## src/rtl/adc_arbiter.sv

```systemverilog
// Round-robin arbiter that lets two requesters share one SPI ADC reader.
// A four-state FSM launches a conversion, waits for completion or timeout, then acks.
module adc_arbiter #(
  parameter int unsigned TIMEOUT = 1000
) (
  input  logic        clk,
  input  logic        rst,
  input  logic [1:0]  req,
  output logic [1:0]  gnt,
  output logic [1:0]  ack,
  output logic [11:0] data_o,
  output logic        chan_o,
  output logic        adc_start,
  input  logic        adc_done,
  input  logic [11:0] adc_data,
  output logic        busy,
  output logic        timeout_err
);

  typedef enum logic [1:0] {IDLE, START, WAIT, DONE} state_t;

  localparam logic [15:0] CNT_MAX = 16'(TIMEOUT - 1);

  state_t      state, state_d;
  logic [1:0]  gnt_d, ack_d;
  logic [11:0] data_d;
  logic        chan_d, start_d, busy_d, terr_d;
  logic        last, last_d;
  logic [15:0] cnt, cnt_d;
  logic        pick;

  // On a tie the requester that was not served last wins.
  assign pick = (req == 2'b11) ? ~last : req[1];

  // NOTE: every signal gets a default before the case so no latch is inferred.
  always_comb begin
    state_d = state;
    gnt_d   = gnt;
    ack_d   = 2'b00;
    data_d  = data_o;
    chan_d  = chan_o;
    start_d = 1'b0;
    terr_d  = timeout_err;
    last_d  = last;
    cnt_d   = cnt;
    case (state)
      IDLE: begin
        if (req != 2'b00) begin
          gnt_d   = pick ? 2'b10 : 2'b01;
          chan_d  = pick;
          start_d = 1'b1;
          state_d = START;
        end
      end
      START: begin
        cnt_d   = '0;
        state_d = WAIT;
      end
      WAIT: begin
        // A completion in the timeout cycle still delivers its data.
        if (adc_done) begin
          data_d  = adc_data;
          ack_d   = gnt;
          state_d = DONE;
        end else if (cnt == CNT_MAX) begin
          terr_d  = 1'b1;
          ack_d   = gnt;
          state_d = DONE;
        end else begin
          cnt_d = cnt + 16'd1;
        end
      end
      DONE: begin
        last_d  = chan_o;
        gnt_d   = 2'b00;
        state_d = IDLE;
      end
      default: state_d = IDLE;
    endcase
    busy_d = (state_d != IDLE);
  end

  // NOTE: sequential state uses non-blocking assignments only.
  always_ff @(posedge clk) begin
    if (rst) begin
      state       <= IDLE;
      gnt         <= 2'b00;
      ack         <= 2'b00;
      data_o      <= '0;
      chan_o      <= 1'b0;
      adc_start   <= 1'b0;
      busy        <= 1'b0;
      timeout_err <= 1'b0;
      last        <= 1'b1;
      cnt         <= '0;
    end else begin
      state       <= state_d;
      gnt         <= gnt_d;
      ack         <= ack_d;
      data_o      <= data_d;
      chan_o      <= chan_d;
      adc_start   <= start_d;
      busy        <= busy_d;
      timeout_err <= terr_d;
      last        <= last_d;
      cnt         <= cnt_d;
    end
  end

endmodule

```

## config.mk

```make
export PLATFORM = sky130hd
export DESIGN_NAME = adc_arbiter
export DESIGN_NICKNAME = d
export VERILOG_FILES = /design/src/rtl/adc_arbiter.sv
export SDC_FILE = /design/constraint.sdc
export NUM_CORES = 1
export LEC_CHECK = 0
export ABC_AREA = 1
export ABC_CLOCK_PERIOD_IN_PS = 3800
export BUFFER_PORTS_ARGS = -buffer_cell sky130_fd_sc_hd__buf_4
export CAP_MARGIN = 25
export CORE_ASPECT_RATIO = 0.6
export CORE_MARGIN = 3
export CORE_UTILIZATION = 59
export DETAILED_ROUTE_END_ITERATION = 8
export GPL_TIMING_DRIVEN = 0
export HOLD_SLACK_MARGIN = 0.08
export PLACE_DENSITY = 0.81
export SLEW_MARGIN = 10
export SYNTH_ARGS = -nofsm -noshare
export SYNTH_HDL_FRONTEND = slang
export SYNTH_SLANG_ARGS = --single-unit
```

## constraint.sdc

```tcl
create_clock -name clk -period 3.8 [get_ports clk]
set_clock_uncertainty 0.2 [all_clocks]
set_input_delay 0.76 -clock clk [delete_from_list [all_inputs] [get_ports clk]]
set_output_delay 0.76 -clock clk [all_outputs]
set_load 0.01 [all_outputs]
```

==> results of run 1 <==
-- report_power, final --
group / internal [µW] / switching, µW
clock: 212 / 148
combinational: 163 / 276
sequential: 469 / 34.4
total: 844 / 457
-- state kept, by name, summed over array words and instances, names as in the netlist --
signal       cells
timeout_err      1
busy             1
ack              2
data_o          12
cnt             16
chan_o           1
gnt              2
last             1
adc_start        1
state            2
-- worst max-delay path: cells and delay by family, from the launching register on --
| kind | cells | cell delay, ns |
|---|---|---|
| simple gates | 3 | 0.60 |
| buf+inv | 3 | 0.37 |
| flops | 1 | 0.33 |
| fa+ha+maj | 1 | 0.32 |
| compound gates | 1 | 0.14 |
-- cell type report --
class	instances	share of cell area
multi-input combinational	226	0.439
sequential	39	0.316
timing repair buffer	35	0.106
inverter	34	0.0522
clock buffer	6	0.0335
tap	42	0.0213
buffer	7	0.0167
clock inverter	2	0.0142
-- Yosys cell counts --
cell and n:
nand2_1 78, nor2_1 59, dfxtp_1 39, inv_1 28, nand3_1 24, a21oi_1 14, o21ai_0 12, nand4_1 9
ha_1 6, inv_2 4, xor2_1 4, buf_2 3, clkbuf_1 3, nand2_2 3, nor2_2 3, nor3_1 3
nand3_2 2, a21oi_2 1, and2_1 1, buf_8 1, clkinv_1 1, clkinv_2 1, nand2_4 1, nand3_4 1
nor2_4 1, o21a_1 1, o21ai_1 1, o21bai_1 1, or2_2 1
-- logic make-up after synthesis --
group	after synthesis	synth area share
compound gates	30	0.0781
xor+xnor	4	0.0172
fa+ha+maj	6	0.0369
buf+inv	41	0.0836
flops	39	0.384
simple gates	186	0.401
-- per-layer routing --
layer	routed length [µm]	vias up
met5	0	-
met4	52	0
met3	587	8
met2	2120	92
met1	2480	972
li1	-	1047
-- per-stage QoR --
step / power [µW] / cells / area [µm²]
global route: 1390 / 391 / 2470
detailed placement: 945 / 383 / 2350
floorplan: 784 / 306 / 2040
finish: 1300 / 391 / 2470
CTS: 1300 / 391 / 2470
global placement: 934 / 383 / 2350
-- worst paths after layout --
path,startpoint,to,slack (ns),depth (start not counted)
setup / recovery,state[0]$_SDFF_PP0_,cnt[5]$_SDFFE_PP0P_,1.78,8
hold reg to reg,last$_SDFFE_PP1P_,last$_SDFFE_PP1P_,0.27,2
setup reg to reg,state[0]$_SDFF_PP0_,cnt[5]$_SDFFE_PP0P_,1.78,8
hold / removal,last$_SDFFE_PP1P_,last$_SDFFE_PP1P_,0.27,2
-- cell usage in the layout (no fill, tap or decap), types with 4 or more instances in the layout --
cell and count:
nand2_1 78, nor2_1 59, dfxtp_1 39, buf_4 35
inv_1 28, nand3_1 24, a21oi_1 14, o21ai_0 12
nand4_1 9, ha_1 6, clkbuf_8 6, inv_2 4
xor2_1 4
==> results.md, run 1 <==
* Outcome: finished, final reports clean
* Drt first pass iters at 5
* CTS sink cnt at 39
* RSZ-0062 raised after global routing: no
* DR vias/cell at 5.42
* Final TNS setup at 0 ns
* FF+latch count, synth at 39
* Hold Violations, Final at 0
* # diodes at 0
* Total Routing Usage GR at 0.282
* F_max at 0.495 GHz
* Worst EP arrival at 2.07 ns
* Vias in the first global route at 1,889
* First DRT Iteration DRCs at 200
* Maximum ir drop on the vdd rail at 0.427 mV
* Drt total wl at 5250 µm
* Bufs on Longest Clock Path at 2
* Worst Setup Path Type: register to register
* Setup ws final at 1.78 ns
* CP max stage cell: nor2_1
* Synth Net Count at 329
* Area Growth Syn to Fin at 21.3%
* Max Cap Viol at 0
* Clock Latency Late Sink at 0.30 ns
* GR peak layer: met1
* Critical Path RT at 3.84 ns
* Area leader, netlist: dfxtp_1
* Num CTS Buffers at 5
* Synth top area share at 0.384
* Top cells by area, synth: dfxtp_1 38%, nand2_1 14%, nor2_1 11%
* CP cell instances: inv_1 -> ha_1 -> inv_2 -> nor2_1 -> o21ai_1 -> nand2_1 -> nand2_1 -> inv_1
* Fillcell total at 231
* Die area at 4210 µm²
* Worst slew margin at 0.653
* Setup bufs post-CTS at 0
* DRC Markers at 0
* Nets@finish at 371
* Port-buffer cells at 35
* Worst slack, placed at 1.73 ns
* I/O pin count at 37
* Utilization after layout at 0.802
* GR Util met3 at 0.0865
* Pin count of the biggest net entering global routing at 13
* Routability-driven placement congestion ratio at 1.01
* Period utilization at 0.532
* GR Layer Usage met1 at 0.405
* Worst-path clk slew at 0.07 ns
* Critical path's largest stage delay at 0.43 ns
* Final hold slack at 0.267 ns
* Pwr dens at 527 nW/µm²
* Chip Width at 81.8 µm
* Area of the multi-input gates at 1080 µm²
* Average cell area after synthesis at 6.65 µm²
* Sequential cell area at 781 µm²
* Sequential area share after synthesis at 0.384
* CTS H-tree depth at 2
* Minimum clock period at 2.02 ns
* Core Footprint at 3080 µm²
* Met2 Use GR at 0.402
* CP Capture Type: register
* Root Driver: clkbuf_8
* Worst Setup Start Kind: register
* Max Slew Vio Count at 0
* Yosys warning count at 0
* Synthesized instance count at 306
* CTS Hold Bufs at 0
* Post-synthesis cell type count at 29
* Die H at 51.5 µm
* HPWL Detailed at 3930 µm
* Netlist Area Pre-Place at 2040 µm²
* Post-CTS sizing at 0
* Initial Util at 0.661
* Final setup vio count at 0
* Via count at 2,119
* Initial antenna violation count at 0
* Global-route wire length before repair at 8890 µm
* Layout cells sized above 1 at 0.186
* Critical path fanouts, max at 10
* Routed Antenna Nets at 0
* Worst hold path class: register to register
* Drt wl/cell at 13.4 µm
* Worst-Margin Slew at 0.518 ns
* P_leak at 0.00113 µW
* Row count at 15
* TritonCTS clock tree: done
* Total gr overflow at 0
No activity file was read; power rests on OpenSTA's default activity.
==> inputs of run 2 (changes only) <==
Settings changed: ABC_CLOCK_PERIOD_IN_PS 3800 to 2060, CORE_UTILIZATION 59 to 55, PLACE_DENSITY 0.81 to 0.76.
Clock period 3.8 ns to 2.06 ns, I/O delays scaled along.
==> run 2 against run 1 <==
  * Combinational power up 84%
  * Sequential cell count unchanged
  * Total power up 73%
  * Clock power up 44%
  * Critical path type unchanged
==> results.md, run 2 (same netlist as run 1, synthesis figures left out) <==
* Die area at 4490 µm² (+6.6%)
* Worst hold path class: input pin to register
* Routability-driven placement congestion ratio at 0.975 (-3.4%)
* Crit path to: cnt[15]$_SDFFE_PP0P_
* Nets@finish at 371 (unchanged)
* Routed Antenna Nets at 0 (unchanged)
* Worst Reg-to-Reg Cells at 7 (-1)
* Commonest non-fill, non-tap cells in the layout: 78 x nand2_1, 58 x nor2_1, 39 x dfxtp_1
* Pin count of the biggest net entering global routing at 12 (-1)
* Drt first pass iters at 4 (-1)
* Initial Util at 0.598 (-0.0632)
* RSZ-0062 raised after global routing: no
* Max reg flops at 16 (unchanged)
* Via count at 2,066 (-2.5%)
* Die H at 53.1 µm (+3.2%)
* Layout cells sized above 1 at 0.190 (+0.00341)
* HPWL Detailed at 3910 µm (-0.38%)
* Port-buffer cells at 35 (unchanged)
* Root Driver: clkbuf_8
* CTS H-tree depth at 2 (unchanged)
* I/O pin count at 37 (unchanged)
* Max Cap Viol at 0 (unchanged)
* CTS sink cnt at 39 (unchanged)
* Worst EP arrival at 1.93 ns (-0.14 ns)
* CP cell instances: inv_1 -> ha_1 -> inv_2 -> nand2_1 -> buf_2 -> nand3_1 -> a21oi_1
* Critical Path RT at 2.08 ns (-1.76 ns)
* Hold Violations, Final at 0 (unchanged)
* CP max stage cell: dfxtp_1
* Pwr dens at 920 nW/µm² (+75%)
* Initial antenna violation count at 0 (unchanged)
* Outcome: finished, final reports clean
* First DRT Iteration DRCs at 157 (-22%)
* Drt total wl at 5120 µm (-2.3%)
* TritonCTS clock tree: done
* R2r endpoint: cnt[15]$_SDFFE_PP0P_
* Maximum ir drop on the vdd rail at 0.639 mV (+50%)
* # diodes at 0 (unchanged)
* Fillcell total at 307 (+33%)
* Worst Setup Start Kind: register
* Period utilization at 0.929 (+0.397)
* Dpl cells at 386 (+0.78%)
* Vias in the first global route at 1,749 (-7.4%)
* Final setup vio count at 0 (unchanged)
* Bufs on Longest Clock Path at 2 (unchanged)
* Chip Width at 84.5 µm (+3.3%)
* CP Capture Type: register
* Num CTS Buffers at 5 (unchanged)
* Final TNS setup at 0 ns (unchanged)
* Worst slew margin at 0.645 (-0.00804)
* Worst-path clk slew at 0.08 ns (about the same)
* F_max at 0.522 GHz (+5.6%)
* Most common cell after layout, fill and taps aside: nand2_1
* Minimum clock period at 1.91 ns (-0.107 ns)
* DR vias/cell at 5.26 (-3.0%)
* Worst Setup Path Type: register to register
* Critical path fanouts, max at 10 (unchanged)
* CTS Hold Bufs at 0 (unchanged)
* Most flops, register: cnt
* Worst-Margin Slew at 0.532 ns (+0.0140 ns)
* Total Routing Usage GR at 0.240 (-0.0417)
* Clock Latency Late Sink at 0.29 ns (about the same)
* Core Footprint at 3400 µm² (+11%)
* Flop2flop setup slack at 0.15 ns (-1.63 ns)
* CP Launch Point: state[0]$_SDFF_PP0_
* Area Growth Syn to Fin at 20.2%
* DRC Markers at 0 (unchanged)
* Utilization after layout at 0.719 (-0.0833)
* R2r startpoint: state[0]$_SDFF_PP0_
* Global-route wire length before repair at 8380 µm (-5.7%)
* Drt wl/cell at 13.0 µm (-2.8%)
* Total gr overflow at 0 (unchanged)
* Top flop regs: cnt (16), data_o (12)
* Max Slew Vio Count at 0 (unchanged)
* Row count at 16 (+1)
* Fin cells at 393 (+0.51%)
* P_leak at 0.00112 µW (-1.0%)
* Critical path's largest stage delay at 0.33 ns (-0.10 ns)
run 2: cell count changes in the layout (fill, tap and decap cells not counted):
| cell | change |
|---|---|
| nor2_2 | +1 |
| bufinv_16 | -1 |
| clkbuf_1 | -1 |
| clkbuf_2 | +1 |
| nor2_1 | -1 |
run 2: repair_timing:
item	4_1_cts	5_1_grt
buffers inserted	0	0
gates resized for setup	0	3
setup endpoints to repair	0	6
run 2: metal layers:
metal / share of wire / GRT usage
met2: 0.37 / 0.322
met5: 0 / 0
met3: 0.098 / 0.0622
met4: 0.0094 / 0.0579
met1: 0.52 / 0.371
run 2: worst min path at each step:
stage | from | slack [ns] | cells past startpoint | endpoint
finish | rst | 0.17 | 2 | cnt[3]$_SDFFE_PP0P_
global route | rst | 0.18 | 2 | cnt[3]$_SDFFE_PP0P_
CTS | rst | 0.16 | 2 | cnt[3]$_SDFFE_PP0P_
detailed placement | last$_SDFFE_PP1P_ | 0.24 | 2 | last$_SDFFE_PP1P_
global placement | last$_SDFFE_PP1P_ | 0.24 | 2 | last$_SDFFE_PP1P_
floorplan | last$_SDFFE_PP1P_ | 0.23 | 2 | last$_SDFFE_PP1P_
run 2: cell type report:
cell class | count | area (µm²) | share of cell area
Inverter | 34 | 129 | 0.0527
Multi-Input combinational cell | 226 | 1090 | 0.444
Tap cell | 45 | 56.3 | 0.0230
Sequential cell | 39 | 781 | 0.319
Clock buffer | 6 | 82.6 | 0.0338
Clock inverter | 1 | 5.00 | 0.00205
Buffer | 7 | 42.5 | 0.0174
Timing Repair Buffer | 35 | 263 | 0.107
run 2: metrics by stage:
stage	total power (µW)	worst slack [ns]	area (µm²)	hold slack (ns)
finish	2250	0.146	2450	0.170
global route	2410	0.0176	2450	0.183
CTS	2260	0.0761	2440	0.162
detailed placement	1740	0.0913	2350	0.242
global placement	1720	0.134	2350	0.243
floorplan	1450	0.476	2040	0.229
run 2: worst max-delay path: cells and delay by family (launching register included):
kind / cells / cell delay [ns]
buffers and inverters: 3 / 0.59
flip-flops: 1 / 0.33
adder cells (fa/ha/maj): 1 / 0.31
AND/OR/NAND/NOR: 2 / 0.26
AO/OA/AOI/OAI: 1 / 0.16
run 2: power breakdown:
part	internal, µW	switching, µW
combinational	300	506
clock	263	255
sequential	866	61.9
total	1430	823
